### src/rtl/spi_txn_arbiter.sv
// spi_txn_arbiter: round-robin owner of one shared SPI byte engine.
// Frames multi-byte transactions with CS setup/hold and a stall watchdog.
module spi_txn_arbiter #(
    parameter int NUM_REQ  = 4,
    parameter int LEN_W    = 4,
    parameter int CS_DELAY = 4,
    parameter int TIMEOUT  = 1024
) (
    input  logic                     clk,
    input  logic                     rst_n,
    input  logic [NUM_REQ-1:0]       req,
    input  logic [NUM_REQ*LEN_W-1:0] req_len,
    input  logic [NUM_REQ*8-1:0]     tx_data,
    output logic [NUM_REQ-1:0]       grant,
    output logic [NUM_REQ-1:0]       tx_ack,
    output logic [7:0]               rx_data,
    output logic [NUM_REQ-1:0]       rx_valid,
    output logic [NUM_REQ-1:0]       done,
    output logic [NUM_REQ-1:0]       err,
    output logic [NUM_REQ-1:0]       cs_n,
    output logic                     eng_start,
    output logic [7:0]               eng_data_in,
    input  logic                     eng_busy,
    input  logic                     eng_new_data,
    input  logic [7:0]               eng_data_out
);

    localparam int IDX_W = (NUM_REQ > 1) ? $clog2(NUM_REQ) : 1;
    localparam int CNT_W = $clog2(CS_DELAY + 1);
    localparam int WD_W  = $clog2(TIMEOUT + 1);

    localparam logic [IDX_W-1:0] LAST_IDX = IDX_W'(NUM_REQ - 1);
    localparam logic [IDX_W:0]   NUM_W    = (IDX_W + 1)'(NUM_REQ);
    localparam logic [CNT_W-1:0] CNT_END  = CNT_W'(CS_DELAY - 1);
    localparam logic [WD_W-1:0]  WD_END   = WD_W'(TIMEOUT - 1);
    localparam logic [LEN_W-1:0] LEN_ONE  = LEN_W'(1);

    typedef enum logic [2:0] {
        IDLE,
        SETUP,
        LOAD,
        WAIT,
        HOLD,
        GAP
    } state_t;

    state_t             state_q, state_d;
    logic [IDX_W-1:0]   owner_q, owner_d;
    logic [IDX_W-1:0]   rr_q, rr_d;
    logic [LEN_W-1:0]   rem_q, rem_d;
    logic [CNT_W-1:0]   cnt_q, cnt_d;
    logic [WD_W-1:0]    wd_q, wd_d;
    logic [NUM_REQ-1:0] grant_q, grant_d;
    logic [NUM_REQ-1:0] cs_n_q, cs_n_d;
    logic [NUM_REQ-1:0] tx_ack_q, tx_ack_d;
    logic [NUM_REQ-1:0] rx_valid_q, rx_valid_d;
    logic [NUM_REQ-1:0] done_q, done_d;
    logic [NUM_REQ-1:0] err_q, err_d;
    logic [7:0]         rx_data_q, rx_data_d;
    logic               eng_start_q, eng_start_d;
    logic [7:0]         eng_data_in_q, eng_data_in_d;

    logic               pick_vld;
    logic [IDX_W-1:0]   pick_idx;
    logic [IDX_W:0]     cand;
    logic [LEN_W-1:0]   pick_len;
    logic [NUM_REQ-1:0] pick_oh;
    logic [NUM_REQ-1:0] owner_oh;
    logic [7:0]         owner_tx;

    // First asserted request at or above the rr pointer, wrapping once.
    always_comb begin
        pick_vld = 1'b0;
        pick_idx = '0;
        cand     = '0;
        for (int k = 0; k < NUM_REQ; k++) begin
            cand = {1'b0, rr_q} + (IDX_W + 1)'(k);
            if (cand >= NUM_W) begin
                cand = cand - NUM_W;
            end
            if (!pick_vld && req[cand[IDX_W-1:0]]) begin
                pick_vld = 1'b1;
                pick_idx = cand[IDX_W-1:0];
            end
        end
    end

    assign pick_len = req_len[pick_idx*LEN_W +: LEN_W];
    assign pick_oh  = NUM_REQ'(1) << pick_idx;
    assign owner_oh = NUM_REQ'(1) << owner_q;
    assign owner_tx = tx_data[owner_q*8 +: 8];

    always_comb begin
        state_d       = state_q;
        owner_d       = owner_q;
        rr_d          = rr_q;
        rem_d         = rem_q;
        cnt_d         = cnt_q;
        wd_d          = wd_q;
        grant_d       = grant_q;
        cs_n_d        = cs_n_q;
        rx_data_d     = rx_data_q;
        eng_data_in_d = eng_data_in_q;
        tx_ack_d      = '0;
        rx_valid_d    = '0;
        done_d        = '0;
        err_d         = '0;
        eng_start_d   = 1'b0;

        unique case (state_q)
            IDLE: begin
                if (pick_vld) begin
                    owner_d = pick_idx;
                    rem_d   = (pick_len == '0) ? LEN_ONE : pick_len;
                    grant_d = pick_oh;
                    cs_n_d  = ~pick_oh;
                    cnt_d   = '0;
                    state_d = SETUP;
                end
            end
            SETUP: begin
                if (cnt_q == CNT_END) begin
                    cnt_d   = '0;
                    state_d = LOAD;
                end else begin
                    cnt_d = cnt_q + 1'b1;
                end
            end
            LOAD: begin
                if (!eng_busy) begin
                    eng_start_d   = 1'b1;
                    eng_data_in_d = owner_tx;
                    tx_ack_d      = owner_oh;
                    wd_d          = '0;
                    state_d       = WAIT;
                end
            end
            WAIT: begin
                // A completing byte wins over a watchdog expiring the same cycle.
                if (eng_new_data) begin
                    rx_data_d  = eng_data_out;
                    rx_valid_d = owner_oh;
                    rem_d      = rem_q - 1'b1;
                    if (rem_q == LEN_ONE) begin
                        cnt_d   = '0;
                        state_d = HOLD;
                    end else begin
                        state_d = LOAD;
                    end
                end else if (wd_q == WD_END) begin
                    err_d   = owner_oh;
                    grant_d = '0;
                    cs_n_d  = '1;
                    state_d = GAP;
                end else begin
                    wd_d = wd_q + 1'b1;
                end
            end
            HOLD: begin
                if (cnt_q == CNT_END) begin
                    cs_n_d  = '1;
                    grant_d = '0;
                    done_d  = owner_oh;
                    state_d = GAP;
                end else begin
                    cnt_d = cnt_q + 1'b1;
                end
            end
            GAP: begin
                rr_d    = (owner_q == LAST_IDX) ? '0 : owner_q + 1'b1;
                state_d = IDLE;
            end
            default: begin
                state_d = IDLE;
            end
        endcase
    end

    always_ff @(posedge clk or negedge rst_n) begin
        if (!rst_n) begin
            state_q       <= IDLE;
            owner_q       <= '0;
            rr_q          <= '0;
            rem_q         <= '0;
            cnt_q         <= '0;
            wd_q          <= '0;
            grant_q       <= '0;
            cs_n_q        <= '1;
            tx_ack_q      <= '0;
            rx_valid_q    <= '0;
            done_q        <= '0;
            err_q         <= '0;
            rx_data_q     <= '0;
            eng_start_q   <= 1'b0;
            eng_data_in_q <= '0;
        end else begin
            state_q       <= state_d;
            owner_q       <= owner_d;
            rr_q          <= rr_d;
            rem_q         <= rem_d;
            cnt_q         <= cnt_d;
            wd_q          <= wd_d;
            grant_q       <= grant_d;
            cs_n_q        <= cs_n_d;
            tx_ack_q      <= tx_ack_d;
            rx_valid_q    <= rx_valid_d;
            done_q        <= done_d;
            err_q         <= err_d;
            rx_data_q     <= rx_data_d;
            eng_start_q   <= eng_start_d;
            eng_data_in_q <= eng_data_in_d;
        end
    end

    assign grant       = grant_q;
    assign tx_ack      = tx_ack_q;
    assign rx_data     = rx_data_q;
    assign rx_valid    = rx_valid_q;
    assign done        = done_q;
    assign err         = err_q;
    assign cs_n        = cs_n_q;
    assign eng_start   = eng_start_q;
    assign eng_data_in = eng_data_in_q;

    a_cs_matches_grant: assert property (
        @(posedge clk) disable iff (!rst_n) cs_n_q == ~grant_q);
    a_grant_onehot0: assert property (
        @(posedge clk) disable iff (!rst_n) $onehot0(grant_q));

endmodule

### config.mk
export PLATFORM = sky130hd
export DESIGN_NAME = spi_txn_arbiter
export DESIGN_NICKNAME = d
export VERILOG_FILES = /design/src/rtl/spi_txn_arbiter.sv
export SDC_FILE = /design/constraint.sdc
export NUM_CORES = 1
export LEC_CHECK = 0
export ABC_AREA = 1
export BUFFER_PORTS_ARGS = -buffer_cell sky130_fd_sc_hd__clkbuf_2
export CAP_MARGIN = 15
export CORE_MARGIN = 2
export CORE_UTILIZATION = 45
export DETAILED_ROUTE_END_ITERATION = 8
export HOLD_SLACK_MARGIN = 0.1
export PLACE_DENSITY = 0.75
export SLEW_MARGIN = 15
export SYNTH_ARGS = -nofsm -noshare
export SYNTH_HDL_FRONTEND = slang
export SYNTH_SLANG_ARGS = --single-unit
### constraint.sdc
create_clock -name clk -period 2.8 [get_ports clk]
set_input_delay 0.14 -clock clk [delete_from_list [all_inputs] [get_ports clk]]
set_output_delay 0.14 -clock clk [all_outputs]
set_load 0.03 [all_outputs]
==> results of run 1 <==
logic make-up after synthesis:
group	share of synthesized area
simple gates	0.317
mux	0.00312
flops	0.459
compound gates	0.108
xor+xnor	0.00729
buf+inv	0.0701
fa+ha+maj	0.0347
cells in the mapped netlist (all sizes together) (2+ instances only):
master / number / area [um2]
a21o: 2 / 15.0
a21oi: 16 / 80.1
a31oi: 10 / 62.6
buf: 3 / 27.5
clkbuf: 7 / 26.3
dfrtp: 62 / 1550
dfstp: 4 / 105
ha: 10 / 125
inv: 50 / 195
nand2: 131 / 514
nand3: 20 / 128
nand4: 10 / 68.8
nor2: 78 / 323
nor3: 10 / 72.6
nor4: 3 / 18.8
o21a: 4 / 30.0
o21ai: 29 / 149
o22ai: 2 / 12.5
o31ai: 2 / 15.0
xor2: 3 / 26.3
worst paths after layout:
kind                             start        endpoint  slack, ns
min                        tx_data[27]  eng_data_in[3]       0.11
max                            rr_q[0]        rem_q[0]       0.47
min in group asynchronous        rst_n         wd_q[8]       0.52
min reg2reg                 rx_data[2]      rx_data[2]       0.47
max reg2reg                    rr_q[0]        rem_q[0]       0.47
max in group asynchronous        rst_n      rx_data[6]       1.72
registers in the layout, summed over array words and instances, names as in the netlist, 2 cells and up:
register,flops
cs_n,4
wd_q,11
rr_q,2
rem_q,4
cnt_q,3
rx_data,8
done,4
owner_q,2
grant,4
rx_valid,4
state_q,3
eng_data_in,8
tx_ack,4
err,4
timing repair:
action / in CTS / in global routing
hold endpoints to repair: 72 / 0
hold buffers: 11 / 0
setup endpoints to repair: 0 / 0
per-layer routing:
metal	vias to the layer above	share of wire
met5	-	0
met4	0	0.014
met3	9	0.059
met2	107	0.48
met1	1597	0.45
li1	1742	-
layout make-up:
| class | count | area, um2 | area share |
|---|---|---|---|
| Clock buffer | 14 | 173 | 0.0380 |
| Clock inverter | 2 | 35.0 | 0.00772 |
| Inverter | 51 | 199 | 0.0438 |
| Multi-Input combinational cell | 337 | 1700 | 0.374 |
| Sequential cell | 66 | 1660 | 0.365 |
| Tap cell | 102 | 128 | 0.0281 |
| Timing Repair Buffer | 118 | 653 | 0.144 |
power by group:
part / internal, mW / leakage [nW] / switching [mW] / total (mW)
Sequential: 1.31 / 0.835 / 0.254 / 1.56
Combinational: 0.990 / 1.48 / 2.15 / 3.14
Clock: 0.484 / 0.107 / 0.350 / 0.834
Total: 2.79 / 2.42 / 2.76 / 5.54
metrics by stage:
step / utilization / power, mW / cells / setup WS (ns) / cell area (um2)
finish: 0.588 / 5.54 / 690 / 0.470 / 4540
global route: 0.588 / 6.04 / 690 / 0.118 / 4540
CTS: 0.588 / 5.54 / 690 / 0.531 / 4540
detailed placement: 0.546 / 4.68 / 663 / 0.543 / 4220
global placement: 0.546 / 4.59 / 663 / 0.665 / 4220
floorplan: - / 3.97 / 464 / 1.00 / 3610
worst reg2reg max path: stages, from the launching register on:
cell,delay [ns]
dfrtp_1,0.62
nand2_1,0.15
nand3_1,0.16
nand2_2,0.09
inv_1,0.09
nand2_1,0.07
nand2_2,0.10
nand3_2,0.20
inv_1,0.21
nand2_1,0.07
nand2_1,0.06
nand2_1,0.05
nand2_1,0.10
inv_1,0.05
nand2_1,0.06
nand2_1,0.05
nand2_1,0.06
nand2_1,0.05
==> metrics.md, run 1 <==
| Metric | Value |
|---|---|
| Fin. max-slew vios | 0 |
| Slew @ Worst Pin | 0.848 ns |
| Post-DP HPWL | 6330 um |
| Port bufs | 104 |
| # nets final | 657 |
| CP bufs+invs | 3 |
| Yosys cell types | 40 |
| Final WL | 8740 um |
| Core area | 0.00773 mm2 |
| Initial antenna violation count | 0 |
| Layout cells sized above 1 | 0.272 |
| Leading cell type in the layout, fill and taps excluded | nand2_1 |
| Sequential share of the synthesized area | 0.459 |
| Fill count | 705 |
| Final Hold Viols | 0 |
| Tmin final | 2.33 ns |
| CTS sink count | 66 |
| Net count after synthesis | 538 |
| Largest net degree at the start of global routing | 67 |
| Family with the most delay on the worst path | simple AND/OR/NAND/NOR gates |
| Max Fanout on Critical Path | 12 |
| Post-cts repair resize count | 0 |
| Post-synth EDFFs | 0 |
| Top-Level Pins | 105 |
| Drc violations | 0 |
| CP Depth | 17 |
| Critical path type | reg -> reg |
| GR Util met1 | 0.262 |
| Via-to-Cell Ratio | 5.01 |
| Hold_ws | 0.108 ns |
| Post-DR wirelength/cell | 12.7 um |
| Hold path cells | 3 |
| CP max stage delay | 0.62 ns |
| RePlAce Congestion | 0.890 |
| Reg2reg path depth | 17 |
| Final Setup Violations | 0 |
| Root Buffer Master | clkbuf_8 |
| H-tree depth | 3 |
| GR Overflow Total | 0 |
| Initial Util | 0.467 |
| Via count | 3,455 |
| Worst EP required | 3.03 ns |
| Clock latency at the later pin of the worst-skew pair | 0.34 ns |
| Worst Setup End Kind | register |
| Post-synth top flop | dfrtp_1 |
| Status | finished clean |
| Achievable frequency | 429 MHz |
| Asr flop ratio synth | 1.00 |
| Critical path arrival | 2.56 ns |
| Mapped cell area | 0.00361 mm2 |
| Site row count | 32 |
| Vias in the first global route | 3,256 |
| Pleak | 2.42 nW |
| CTS tree | built |
| Critical path's most frequent cell | nand2_1 |
| GR met3 Demand/Resource | 0.0564 |
| GRT Total Usage | 0.206 |
| Setup Fix Bufs, Post-CTS | 0 |
| Slew Limit Headroom | 0.435 |
| Mapped Avg Cell Area | 7.77 um2 |
| Mapped Cells | 464 |
| Synth Warn # | 0 |
| Total iterations of the first detailed-routing run | 4 |
| CP Launch Type | register |
| Clock skew | 0.00601 ns |
| First-pass GRT wire length | 14,300 um |
| Setup_tns | 0 ns |
| Die Height | 93.5 um |
| CTS buffer count | 9 |
| Die span in x | 93.5 um |
| Ant diodes | 0 |
| RSZ-0062 raised after global routing | false |
| Worst path cell trace | nand2_1 -> nand3_1 -> nand2_2 -> inv_1 -> nand2_1 -> nand2_2 -> nand3_2 -> inv_1 -> nand2_1 -> nand2_1 -> nand2_1 -> nand2_1 -> inv_1 -> nand2_1 -> nand2_1 -> nand2_1 -> nand2_1 |
| Hold Crit Class | in -> reg |
| Worst-path clk slew | 0.07 ns |
| Yosys reg bits | 66 |
| Die area | 0.00875 mm2 |
| Area growth syn-to-layout | 25.9% |
| 1st-iter DRT viols | 197 |
| Gr busiest metal | met2 |
| Max Root-Sink Buffers | 2 |
| Most frequent cells in the layout | 122 x nand2_1, 103 x clkbuf_2, 72 x nor2_1 |
| Critical path's slowest cell | dfrtp_1 |
| GR Layer Usage met2 | 0.347 |
| Pwr Density | 1220 mW/mm2 |
| Final period util | 0.832 |
| Antenna Violating Nets Remaining | 0 |
| Max-cap viol count | 0 |
| Peak supply drop | 0.844 mV |
(Power assumes the default switching activity.)
==> inputs of run 2 (changes only) <==
Settings changed: PLACE_DENSITY 0.75 to 0.78.
Clock period 2.8 ns to 2.1 ns, I/O delays scaled along.
==> run 2 against run 1 <==
Largest power group unchanged. Final area increased by 7.6%. Largest cell class unchanged. Register-to-register slack got worse by 0.43 ns. Critical endpoint is now grant[0]. Sequential power grew 31%. Worst hold slack worse by 0.0061 ns. Critical path depth shrank 3. Highest routed layer unchanged. Combinational power is 59% higher.
==> metrics.md, run 2 (synthesis gave the netlist of run 1 again) <==
| Metric | Value |
|---|---|
| Initial antenna violation count | 0 (unchanged) |
| Final period util | 0.979 (+0.147) |
| # nets final | 688 (+4.7%) |
| Max Root-Sink Buffers | 2 (unchanged) |
| CTS sink count | 66 (unchanged) |
| Total iterations of the first detailed-routing run | 7 (+3) |
| Core area | 0.00773 mm2 (unchanged) |
| Antenna Violating Nets Remaining | 0 (unchanged) |
| Clock power frac | 0.127 (-0.023) |
| CTS tree | built |
| Hold Crit Class | in -> reg |
| Via-to-Cell Ratio | 5.10 (+1.8%) |
| Setup_tns | 0 ns (unchanged) |
| Post-DR wirelength/cell | 13.3 um (+4.9%) |
| Root Buffer Master | clkbuf_8 |
| Reg2reg setup slack | 0.04 ns (-0.43 ns) |
| 1st-iter DRT viols | 195 (-1.0%) |
| Int Pwr | 4.11 mW (+48%) |
| CP Launch Type | register |
| DP Area | 0.00431 mm2 (+2.1%) |
| Tmin final | 2.06 ns (-0.273 ns) |
| Via count | 3,677 (+6.4%) |
| Status | finished clean |
| Peak supply drop | 1.05 mV (+24%) |
| Area growth syn-to-layout | 35.5% |
| Initial Util | 0.467 (unchanged) |
| Worst-path clk slew | 0.07 ns (about the same) |
| Max Fanout on Critical Path | 10 (-2) |
| Largest register by flop count | wd_q |
| GR Overflow Total | 0 (unchanged) |
| Drc violations | 0 (unchanged) |
| Critical path arrival | 2.33 ns (-0.23 ns) |
| Slew Limit Headroom | 0.650 (+0.215) |
| Switching power total | 3.94 mW (+43%) |
| Layout cells sized above 1 | 0.326 (+0.0542) |
| Worst Setup End Kind | register |
| Leading cell type in the layout, fill and taps excluded | nand2_1 |
| Pleak | 2.56 nW (+5.7%) |
| Fin. max-slew vios | 0 (unchanged) |
| Most frequent cells in the layout | 112 x nand2_1, 103 x clkbuf_2, 72 x nor2_1 |
| Site row count | 32 (unchanged) |
| Final Setup Violations | 0 (unchanged) |
| Worst EP required | 2.37 ns (-0.66 ns) |
| Sequential power share | 0.253 (-0.029) |
| Hold_ws | 0.102 ns (-0.00609 ns) |
| Sw Ratio | 0.490 (-0.00794) |
| GRT Total Usage | 0.217 (+0.0109) |
| Combinational share of power | 0.621 (+0.054) |
| Port bufs | 104 (unchanged) |
| Final Cell Area | 0.00489 mm2 (+7.6%) |
| Power Total | 8.06 mW (+45%) |
| H-tree depth | 3 (unchanged) |
| Max-cap viol count | 0 (unchanged) |
| Achievable frequency | 486 MHz (+13%) |
| Final Hold Viols | 0 (unchanged) |
| Vias in the first global route | 3,604 (+11%) |
| Largest net degree at the start of global routing | 46 (-31%) |
| First-pass GRT wire length | 15,300 um (+6.5%) |
| Final WL | 9580 um (+9.6%) |
| Top-Level Pins | 105 (unchanged) |
| Final Util | 0.632 (+0.0449) |
| Die area | 0.00875 mm2 (unchanged) |
| Critical path type | reg -> reg |
| Max FFs per register | 11 (unchanged) |
| RSZ-0062 raised after global routing | true |
| Post-DP HPWL | 6660 um (+5.2%) |
| Clock latency at the later pin of the worst-skew pair | 0.34 ns (about the same) |
| Clock skew | 0.00664 ns (+0.000622 ns) |
| RePlAce Congestion | 0.946 (+6.3%) |
| Slew @ Worst Pin | 0.525 ns (-0.323 ns) |
| Die Height | 93.5 um (unchanged) |
| CTS buffer count | 9 (unchanged) |
| Ant diodes | 0 (unchanged) |
| Pwr Density | 1650 mW/mm2 (+35%) |
| Die span in x | 93.5 um (unchanged) |
run 2: cell count changes in the layout (fill, tap and decap cells not counted), moves of 2 or more:
cell and change:
buf_12 +2, buf_4 +18, buf_6 +2, clkbuf_8 -3
clkinvlp_4 +3, dfrtp_1 -2, dfrtp_2 +2, dlygate4sd3_1 +9
inv_1 -2, inv_4 +3, nand2_1 -10, nand2_2 +9
nand3_1 -3, nand3_2 +2
run 2: worst paths after layout:
kind	endpoint	startpoint	depth (start not counted)
setup / recovery	grant[0]	rr_q[0]	14
setup reg to reg	grant[0]	rr_q[0]	14
max in group asynchronous	cs_n[1]	rst_n	3
hold / removal	eng_data_in[6]	tx_data[30]	3
hold reg to reg	cs_n[0]	cs_n[0]	2
min in group asynchronous	eng_data_in[3]	rst_n	2
run 2: per-stage QoR:
stage,setup WS [ns],cells
after floorplan,0.303,464
after global placement,0.0841,673
after detailed placement,-0.0638,673
after CTS,0.0252,709
after global routing,-0.152,721
final,0.0431,721
run 2: final cells by class:
cell class	count	area (um2)
Inverter	51	210
Fill cell	644	2840
Sequential cell	66	1660
Timing Repair Buffer	149	941
Tap cell	102	128
Multi-Input combinational cell	337	1760
Clock inverter	5	55.1
Clock buffer	11	131
run 2: critical path, cell delays in order (launching register included):
cell and delay, ns:
dfrtp_2 0.44, buf_12 0.15, inv_8 0.08, nand2_1 0.08, nand2_2 0.11, nand2_2 0.09, nand2_2 0.10, nor2_4 0.06
nand3b_1 0.08, nand3_1 0.09, nand2_2 0.14, inv_4 0.07, buf_4 0.14, o31ai_2 0.22, o21a_1 0.16
run 2: repair_timing:
| action | CTS | global route |
|---|---|---|
| setup endpoints to repair | 1 | 7 |
| pin swaps | 0 | 15 |
| hold buffers | 20 | 0 |
| endpoints found under the hold margin | 36 | 0 |
| setup buffers | 0 | 12 |
| resized for setup | 1 | 29 |
run 2: power by group through the flow:
stage / clock (mW) / sequential, mW / combinational (mW)
floorplan: 0 / 2.52 / 2.78
global placement: 0 / 2.06 / 4.20
detailed placement: 0 / 2.08 / 4.33
CTS: 1.05 / 2.06 / 4.44
global route: 1.09 / 2.08 / 5.53
finish: 1.02 / 2.04 / 5.00
run 2: per-layer routing:
layer / share of wire / routed length (um) / vias up / global-route usage
li1: - / - / 1800 / -
met5: 0 / 0 / - / 0
met4: 0.023 / 221 / 0 / 0.0735
met2: 0.50 / 4780 / 153 / 0.381
met3: 0.066 / 632 / 21 / 0.0508
met1: 0.41 / 3940 / 1703 / 0.260
